===== src/rtl/imager_rx.sv =====
// imager_rx: receive side of a parallel fv/lv sensor stream.
// Locks to frame boundaries, re-emits active pixels with row/column
// coordinates, measures frame geometry and blanking, and keeps sticky
// protocol error flags. Define IMAGER_RX_CHECKSUM_EN to build the per-frame
// pixel checksum; without it o_frame_checksum is tied to zero.
module imager_rx #(
  parameter int DATA_WIDTH     = 10,
  parameter int NUM_ROWS_WIDTH = 12,
  parameter int NUM_COLS_WIDTH = 12
) (
  input  logic                      clk,
  input  logic                      reset_n,
  input  logic                      i_enable,
  input  logic                      i_clear_err,
  input  logic [DATA_WIDTH-1:0]     i_dat,
  input  logic                      i_fv,
  input  logic                      i_lv,
  output logic [DATA_WIDTH-1:0]     o_pix_dat,
  output logic [NUM_ROWS_WIDTH-1:0] o_pix_row,
  output logic [NUM_COLS_WIDTH-1:0] o_pix_col,
  output logic                      o_pix_valid,
  output logic                      o_pix_sof,
  output logic                      o_pix_eol,
  output logic                      o_frame_done,
  output logic [NUM_ROWS_WIDTH-1:0] o_meas_rows,
  output logic [NUM_COLS_WIDTH-1:0] o_meas_cols,
  output logic [NUM_COLS_WIDTH-1:0] o_meas_hblank,
  output logic [23:0]               o_meas_vblank,
  output logic [15:0]               o_frame_count,
  output logic                      o_err_line_len,
  output logic                      o_err_lv_no_fv,
  output logic [31:0]               o_frame_checksum
);

  typedef enum logic [1:0] {SYNC, WAIT_FV, ACTIVE} state_t;

  localparam logic [NUM_ROWS_WIDTH-1:0] ROW_MAX    = '1;
  localparam logic [NUM_COLS_WIDTH-1:0] COL_MAX    = '1;
  localparam logic [23:0]               VBLANK_MAX = '1;

  state_t                    r_state;
  state_t                    w_next_state;

  logic [DATA_WIDTH-1:0]     r_s1_dat;
  logic                      r_s1_fv;
  logic                      r_s1_lv;
  logic [DATA_WIDTH-1:0]     r_s2_dat;
  logic                      r_s2_fv;
  logic                      r_s2_lv;

  logic [NUM_ROWS_WIDTH-1:0] r_row;
  logic [NUM_COLS_WIDTH-1:0] r_col;
  logic [NUM_COLS_WIDTH-1:0] r_line0_len;
  logic [NUM_COLS_WIDTH-1:0] r_hblank_cnt;
  logic [23:0]               r_vblank_cnt;

  logic [NUM_ROWS_WIDTH-1:0] r_meas_rows;
  logic [NUM_COLS_WIDTH-1:0] r_meas_cols;
  logic [NUM_COLS_WIDTH-1:0] r_meas_hblank;
  logic [23:0]               r_meas_vblank;
  logic [15:0]               r_frame_count;
  logic                      r_frame_done;
  logic                      r_err_line_len;
  logic                      r_err_lv_no_fv;

  logic                      w_fv_rise;
  logic                      w_emit;
  logic                      w_line_close;
  logic                      w_frame_start;
  logic                      w_frame_end;
  logic                      w_len_err;
  logic                      w_lv_no_fv;
  logic [NUM_COLS_WIDTH-1:0] w_line_len;
  logic [NUM_ROWS_WIDTH-1:0] w_row_inc;

  // Pixel in s2 belongs to the frame while ACTIVE; s1 is the lookahead
  // sample that tells whether that pixel ends its line or the frame.
  assign w_fv_rise     = r_s1_fv && !r_s2_fv;
  assign w_emit        = (r_state == ACTIVE) && r_s2_fv && r_s2_lv;
  assign w_line_close  = w_emit && (!r_s1_lv || !r_s1_fv);
  assign w_frame_start = i_enable && (r_state == WAIT_FV) && w_fv_rise;
  assign w_frame_end   = i_enable && (r_state == ACTIVE) && !r_s1_fv;
  assign w_line_len    = (r_col == COL_MAX) ? COL_MAX : r_col + NUM_COLS_WIDTH'(1);
  assign w_row_inc     = (r_row == ROW_MAX) ? ROW_MAX : r_row + NUM_ROWS_WIDTH'(1);
  assign w_len_err     = i_enable && w_line_close && (r_row != '0) &&
                         (w_line_len != r_line0_len);
  assign w_lv_no_fv    = i_enable && (r_state != SYNC) && r_s1_lv && !r_s1_fv;

  // Two-stage input capture: s1 is the sampled pin state, s2 the previous one.
  always_ff @(posedge clk or negedge reset_n) begin
    if (!reset_n) begin
      r_s1_dat <= '0;
      r_s1_fv  <= 1'b0;
      r_s1_lv  <= 1'b0;
      r_s2_dat <= '0;
      r_s2_fv  <= 1'b0;
      r_s2_lv  <= 1'b0;
    end else begin
      r_s1_dat <= i_dat;
      r_s1_fv  <= i_fv;
      r_s1_lv  <= i_lv;
      r_s2_dat <= r_s1_dat;
      r_s2_fv  <= r_s1_fv;
      r_s2_lv  <= r_s1_lv;
    end
  end

  // Frame-lock state register.
  always_ff @(posedge clk or negedge reset_n) begin
    if (!reset_n) begin
      r_state <= SYNC;
    end else begin
      r_state <= w_next_state;
    end
  end

  // Next-state: resync on disable, skip any frame already running, then track fv.
  always_comb begin
    w_next_state = r_state;
    if (!i_enable) begin
      w_next_state = SYNC;
    end else begin
      case (r_state)
        SYNC:    if (!r_s1_fv) w_next_state = WAIT_FV;
        WAIT_FV: if (w_fv_rise) w_next_state = ACTIVE;
        ACTIVE:  if (!r_s1_fv) w_next_state = WAIT_FV;
        default: w_next_state = SYNC;
      endcase
    end
  end

  // Coordinates, blanking counters and end-of-frame measurement capture.
  always_ff @(posedge clk or negedge reset_n) begin
    if (!reset_n) begin
      r_row         <= '0;
      r_col         <= '0;
      r_line0_len   <= '0;
      r_hblank_cnt  <= '0;
      r_vblank_cnt  <= '0;
      r_meas_rows   <= '0;
      r_meas_cols   <= '0;
      r_meas_hblank <= '0;
      r_meas_vblank <= '0;
      r_frame_count <= '0;
      r_frame_done  <= 1'b0;
    end else begin
      r_frame_done <= 1'b0;
      if (i_enable) begin
        case (r_state)
          SYNC: begin
            r_vblank_cnt <= '0;
          end
          WAIT_FV: begin
            if (w_fv_rise) begin
              r_meas_vblank <= (r_vblank_cnt == VBLANK_MAX) ? VBLANK_MAX
                                                            : r_vblank_cnt + 24'd1;
              r_vblank_cnt  <= '0;
              r_row         <= '0;
              r_col         <= '0;
              r_line0_len   <= '0;
              r_hblank_cnt  <= '0;
            end else if (r_vblank_cnt != VBLANK_MAX) begin
              r_vblank_cnt <= r_vblank_cnt + 24'd1;
            end
          end
          ACTIVE: begin
            if (w_emit && !w_line_close && (r_col != COL_MAX)) begin
              r_col <= r_col + NUM_COLS_WIDTH'(1);
            end
            if (!r_s2_lv && (r_row == NUM_ROWS_WIDTH'(1)) && (r_hblank_cnt != COL_MAX)) begin
              r_hblank_cnt <= r_hblank_cnt + NUM_COLS_WIDTH'(1);
            end
            if (w_line_close) begin
              r_row <= w_row_inc;
              r_col <= '0;
              if (r_row == '0) begin
                r_line0_len <= w_line_len;
              end
            end
            if (w_frame_end) begin
              r_frame_done  <= 1'b1;
              r_meas_rows   <= w_line_close ? w_row_inc : r_row;
              r_meas_cols   <= (w_line_close && (r_row == '0)) ? w_line_len : r_line0_len;
              r_meas_hblank <= r_hblank_cnt;
              r_frame_count <= r_frame_count + 16'd1;
              r_vblank_cnt  <= '0;
            end
          end
          default: begin
          end
        endcase
      end
    end
  end

  // Sticky error flags; a fresh error outranks a clear in the same cycle.
  always_ff @(posedge clk or negedge reset_n) begin
    if (!reset_n) begin
      r_err_line_len <= 1'b0;
      r_err_lv_no_fv <= 1'b0;
    end else begin
      if (w_len_err) begin
        r_err_line_len <= 1'b1;
      end else if (i_clear_err) begin
        r_err_line_len <= 1'b0;
      end
      if (w_lv_no_fv) begin
        r_err_lv_no_fv <= 1'b1;
      end else if (i_clear_err) begin
        r_err_lv_no_fv <= 1'b0;
      end
    end
  end

`ifdef IMAGER_RX_CHECKSUM_EN
  logic [31:0] r_sum;
  logic [31:0] r_frame_checksum;
  logic [31:0] w_sum_next;

  assign w_sum_next = r_sum + (w_emit ? 32'(r_s2_dat) : 32'd0);

  // Running sum of emitted pixels, latched when the frame completes.
  always_ff @(posedge clk or negedge reset_n) begin
    if (!reset_n) begin
      r_sum            <= '0;
      r_frame_checksum <= '0;
    end else if (w_frame_start) begin
      r_sum <= '0;
    end else if (w_frame_end) begin
      r_sum            <= w_sum_next;
      r_frame_checksum <= w_sum_next;
    end else if (i_enable && w_emit) begin
      r_sum <= w_sum_next;
    end
  end

  assign o_frame_checksum = r_frame_checksum;
`else
  assign o_frame_checksum = 32'd0;
`endif

  assign o_pix_dat      = r_s2_dat;
  assign o_pix_row      = r_row;
  assign o_pix_col      = r_col;
  assign o_pix_valid    = w_emit;
  assign o_pix_sof      = w_emit && (r_row == '0) && (r_col == '0);
  assign o_pix_eol      = w_line_close;
  assign o_frame_done   = r_frame_done;
  assign o_meas_rows    = r_meas_rows;
  assign o_meas_cols    = r_meas_cols;
  assign o_meas_hblank  = r_meas_hblank;
  assign o_meas_vblank  = r_meas_vblank;
  assign o_frame_count  = r_frame_count;
  assign o_err_line_len = r_err_line_len;
  assign o_err_lv_no_fv = r_err_lv_no_fv;

endmodule


===== config.mk =====
export PLATFORM = sky130hd
export DESIGN_NAME = imager_rx
export DESIGN_NICKNAME = d
export VERILOG_FILES = /design/src/rtl/imager_rx.sv
export SDC_FILE = /design/constraint.sdc
export NUM_CORES = 1
export LEC_CHECK = 0
export ABC_CLOCK_PERIOD_IN_PS = 2300
export BUFFER_PORTS_ARGS = -buffer_cell sky130_fd_sc_hd__buf_2
export CAP_MARGIN = 10
export CORE_ASPECT_RATIO = 0.9
export CORE_UTILIZATION = 40
export DETAILED_ROUTE_END_ITERATION = 10
export PLACE_DENSITY = 0.72
export SLEW_MARGIN = 25
export SYNTH_ARGS = -nofsm -noshare
export SYNTH_HDL_FRONTEND = slang
export SYNTH_SLANG_ARGS = --single-unit

===== constraint.sdc =====
create_clock -name clk -period 2.3 [get_ports clk]
set_input_delay 0.46 -clock clk [delete_from_list [all_inputs] [get_ports clk]]
set_output_delay 0.46 -clock clk [all_outputs]
set_load 0.005 [all_outputs]

-- After elaboration in Yosys (flattened, before gate mapping)
Index checks and enable logic that the tools add are counted.
- bits in registers: 177
- input port bits: 16
- output and inout bits: 148
- add/subtract/negate cells: 5
- equal/unequal tests: 19
- mux-type cells: 29
- reductions and logical operators: 43
- operators by type and width (cell ; number):
    $mux W12 ; 10
    $mux W24 ; 4
    $pmux W12 S2 ; 4
    $pmux W24 S3 ; 1
    $add A12 B1 Y12 const B ; 3
    $add A24 B1 Y24 const B ; 1
    $eq A12 B12 Y1 const B ; 2
    $eq A24 B24 Y1 const B ; 1
    $logic_not A12 Y1 ; 2
    $ne A12 B12 Y1 const B ; 2
    $ne A24 B24 Y1 const B ; 1
    $logic_and A1 B1 Y1 ; 19
    $add A16 B1 Y16 const B ; 1
    $eq A12 B1 Y1 const B ; 1
    $ne A12 B12 Y1 ; 1
    $reduce_and A4 Y1 ; 3
    $reduce_bool A12 Y1 ; 1
    $reduce_and A3 Y1 ; 3
    $reduce_bool A2 Y1 ; 4
    $mux W1 ; 6
    $mux W2 ; 3
    $ne A2 B2 Y1 const B ; 3
    $ne A3 B2 Y1 const B ; 2
    $ne A3 B3 Y1 const B ; 2
    other kinds (11) ; 16

-- Depth between registers and ports, before layout
- depth in word-level cells: 10
- depth in mapped cells: 11

-- Worst setup path after synthesis
No wires, ideal clock.
- kind: reg-to-reg
- from: register r_state[0]
- to: register r_row[11] (netlist: o_pix_row[11])
- setup time: 0.119 ns
- arrival: 2.107 ns
- slack: 0.074 ns
- stages on the path, launching flop included: 11
- buffers on the path: 1
- period minus slack after synthesis: 2.226 ns
- cell sequence: dfrtp_1 -> inv_1 -> ha_1 -> nand3_1 -> inv_1 -> and3_1 -> clkbuf_1 -> and2_1 -> or4b_1 -> a21oi_1 -> nor2_1
- longest elaborated chain between the ends: 6
- ends and longest elaborated chain (what ; RTL line ; text):
    from (decl) ; 41 ; state_t r_state;
    from (signal assigned) ; 113 ; r_state <= w_next_state;
    $eq A2 B2 Y1 ; 79 ; assign w_emit = (r_state == ACTIVE) && r_s2_fv && r_s2_lv;
    $logic_and A1 B1 Y1 (2 in series) ; 79 ;
    named net o_pix_valid ; 21 ; output logic o_pix_valid,
    $logic_and A1 B1 Y1 ; 80 ; assign w_line_close = w_emit && (!r_s1_lv || !r_s1_fv);
    $mux W12 ; - ;
    $pmux W12 S2 ; 149 ; case (r_state)
    to (signal assigned) ; 174 ; r_row <= w_row_inc;
    to (decl) ; 51 ; logic [NUM_ROWS_WIDTH-1:0] r_row;
The timed path passes the listed nets, and every way through them passes these cells.
A chain may end at the register's enable or synchronous reset.

-- Worst setup path after layout
- from: register r_state[0]
- to: output o_pix_sof
- longest elaborated chain between the ends: 5
- ends and longest elaborated chain (what ; RTL line ; text):
    $eq A2 B2 Y1 ; 79 ;
    $logic_and A1 B1 Y1 (2 in series) ; 79 ;
    $logic_and A1 B1 Y1 (2 in series) ; 246 ; assign o_pix_sof = w_emit && (r_row == '0) && (r_col == '0);
    to (decl) ; 22 ; output logic o_pix_sof,
Every way passes these cells.

==> impl_metrics.ini <==
[synthesis]
ys_seq_area_frac = 0.4888
netlist_area_mm2 = 0.009061
yosys.area.top_type_share = 0.4888
avgSynthCellArea_um2 = 9.294
synthTopCellsByCount = dfrtp_1, nand2_1, nor2_1
synthFlopType = dfrtp_1
synth_seq_cells = 177
yosys.area.top_type = dfrtp_1
ys_types = 71
synth_cells = 975
synthArstFlopShare = 1.000
synth_edf_count = 0
yosysMostFrequentCell = dfrtp_1
synthTopCellsByArea = dfrtp_1, nand2_1, o21ai_0, nor2_1, xnor2_1
synth_warnings = 0

[setup_path]
worstSetupStartpointType = flip-flop
worstPathArrival_ns = 1.79
crit_type = flip-flop to output pin
cp-end-kind = output pin
required_ns = 1.84
rr_worst_depth = 9
reg2reg_to = o_meas_rows[11]$_DFFE_PN0P_
path_max_fanout = 3
r2r_slack_ns = 0.09
timing.rr.start = r_state[1]$_DFFE_PN0P_

[timing]
slew_violations = 0
worst_pin_slew_ns = 0.5732
fmax_ghz = 0.4448
slew_headroom = 0.6165
finalSetupViolCount = 0
skew_ns = 0.008674
period_share = 0.9776
rsz0062_at_grt = true
worst_slack_ns = 0.05161
period_minus_slack_ns = 2.248
hold_viol = 0

[route]
dr.pass1.iters = 5
drc_errors = 0
dr.first_iter.drc_count = 618
wirelength_um = 22950
vias = 7660
routed_via_density = 5.316
routedWlPerCell_um = 15.93
drtAntennaViolNets = 0

[die]
dieArea_mm2 = 0.02326
fp-row-count = 51
fp.dieH_um = 144.8
start_util = 0.4128
die_x_um = 160.7
num_io_pins = 164
core_area_mm2 = 0.02195

[min_path]
min_to = r_s1_dat[7]$_DFF_PN0_
holdPathStages = 1
min_from = i_dat[7]
hp-class = input port to flip-flop

[final_layout]
final_cell_area_mm2 = 0.01094
area_growth_pct = 20.71
final_nets = 1167
antenna_cells = 0
stdcell_count = 1441
drive_gt1_frac = 0.2400

[placed_design]
io_buffers = 131
detailed_place.area_mm2 = 0.01019
dp.cells = 1400
gp_congestion = 0.9046
post-place-ws_ns = 0.002580
hpwl_um = 16030

[clock_tree]
cts-root-buf = clkbuf_16
cts_tree = done
numCtsBuffers = 17
clk_pin_slew_ns = 0.06
cts.sinks = 177
clock_path_buffers = 2
worstSkewPairLatency_ns = 0.42
htree_num_levels = 4

[power_and_ir_drop]
p_clk_frac = 0.406
leakagePower_nw = 5.120
p_int_mw = 5.177
total_power_mw = 6.852
power_density_mw_per_mm2 = 626.4
p_switching_mw = 1.675
p_comb_frac = 0.095
sw_frac_of_total = 0.2445
ir_drop_mv = 0.4295
seqPwrFrac = 0.500

[global_route]
grt_usage = 0.2014
grt_pass1_wl_um = 37050
grt_max_degree = 53
antenna_found_initial = 0
grt-ovfl-total = 0
grt_pass1_vias = 7178

[run_status]
outcome = completed

[job]
maxCapViolCount = 0
logic make-up (layout without fill, tap and decap cells):
group | Yosys count | count (layout) | synth area share
other | 1 | 32 | 0.0004139
muxes | 6 | 6 | 0.006904
buffers and inverters | 112 | 256 | 0.06725
adders and majority gates | 14 | 14 | 0.01933
AOI/OAI and AO/OA | 241 | 241 | 0.1622
xor gates and xnor gates | 63 | 63 | 0.06089
DFF | 177 | 177 | 0.4888
and+or+nand+nor | 361 | 361 | 0.1941
routing by layer:
layer  global-route usage  part of all wire  up-vias
li1                     -                 -     3709
met1               0.2750              0.46     3665
met4              0.07068             0.021        0
met3              0.04788             0.061       30
met5                    0                 0        -
met2               0.3131              0.46      256
area by class of cell:
class / count / area (um2)
Multi-Input combinational cell: 717 / 4243
Sequential cell: 177 / 4434
Clock buffer: 24 / 481.7
Tap cell: 291 / 364.1
Inverter: 19 / 71.32
Clock inverter: 8 / 78.83
Fill cell: 2083 / 11010
Timing Repair Buffer: 205 / 1265
critical path: stages, from the launching register on:
cell,delay (ns)
dfrtp_1,0.39
inv_2,0.08
ha_2,0.17
nand3_1,0.13
inv_2,0.10
buf_4,0.12
nand3_1,0.08
nor3_2,0.17
buf_2,0.13
state kept, by name (all words and copies together) (netlist names):
name / flops
o_err_line_len: 1
o_err_lv_no_fv: 1
o_frame_count: 16
o_frame_done: 1
o_meas_cols: 12
o_meas_hblank: 12
o_meas_rows: 12
o_meas_vblank: 24
o_pix_col: 12
o_pix_dat: 10
o_pix_row: 12
r_hblank_cnt: 12
r_line0_len: 12
r_s1_dat: 10
r_s1_fv: 1
r_s1_lv: 1
r_s2_fv: 1
r_s2_lv: 1
r_state: 2
r_vblank_cnt: 24
through the flow:
stage               utilization  setup TNS, ns  hold WS [ns]
global placement         0.4643              0        0.3310
detailed placement       0.4643              0        0.3356
floorplan                     -              0        0.1644
CTS                      0.4941              0        0.1127
finish                   0.4983              0        0.1378
global route             0.4983       -0.09107        0.1148
layout by cell type (no fill, tap or decap), drive strengths merged, types with 6 or more instances in the layout:
master  instances
ha             14
xor2           31
buf           204
nor4           10
nand4          13
inv            20
clkbuf         24
a22oi           6
a31oi          33
nand3          50
xnor2          32
nand2         130
nor2           80
a41oi           6
and3           19
and4            9
a21oi          55
nor2b           6
nand2b          9
o31ai          21
conb           32
a22o            7
nor3           10
dfrtp         177
and2            7
o21ai          82
how the worst max path moves through the flow:
| stage | startpoint | end | slack [ns] |
|---|---|---|---|
| 6_report | r_state[0]$_DFFE_PN0P_ | o_pix_sof | 0.05 |
| 5_1_grt | o_pix_row[4]$_DFFE_PN0P_ | o_pix_sof | -0.07 |
| 4_1_cts | r_state[0]$_DFFE_PN0P_ | o_pix_sof | 0.005 |
| 3_5_place_dp | r_state[1]$_DFFE_PN0P_ | o_meas_vblank[13]$_DFFE_PN0P_ | 0.003 |
| 3_3_place_gp | o_pix_col[0]$_DFFE_PN0P_ | o_err_line_len$_DFFE_PN0P_ | 0.10 |
| 2_1_floorplan | r_state[0]$_DFFE_PN0P_ | o_pix_row[11]$_DFFE_PN0P_ | 0.07 |
timing repair:
item                       in CTS  in global routing
setup buffers                   5                  2
hold buffers                    1                  0
resized for setup              10                 24
pin swaps                       6                  5
setup endpoints to repair       3                 32
gates cloned                    0                  1
hold endpoints to repair        6                  0
power by group through the flow:
stage	registers [mW]	logic [mW]	clock network, mW
final	3.42	0.650	2.78
after global routing	3.45	0.744	2.99
after CTS	3.43	0.662	2.85
after detailed placement	3.49	0.655	0
after global placement	3.48	0.639	0
after floorplan	3.49	0.310	0
No activity file was read; power rests on OpenSTA's default activity.
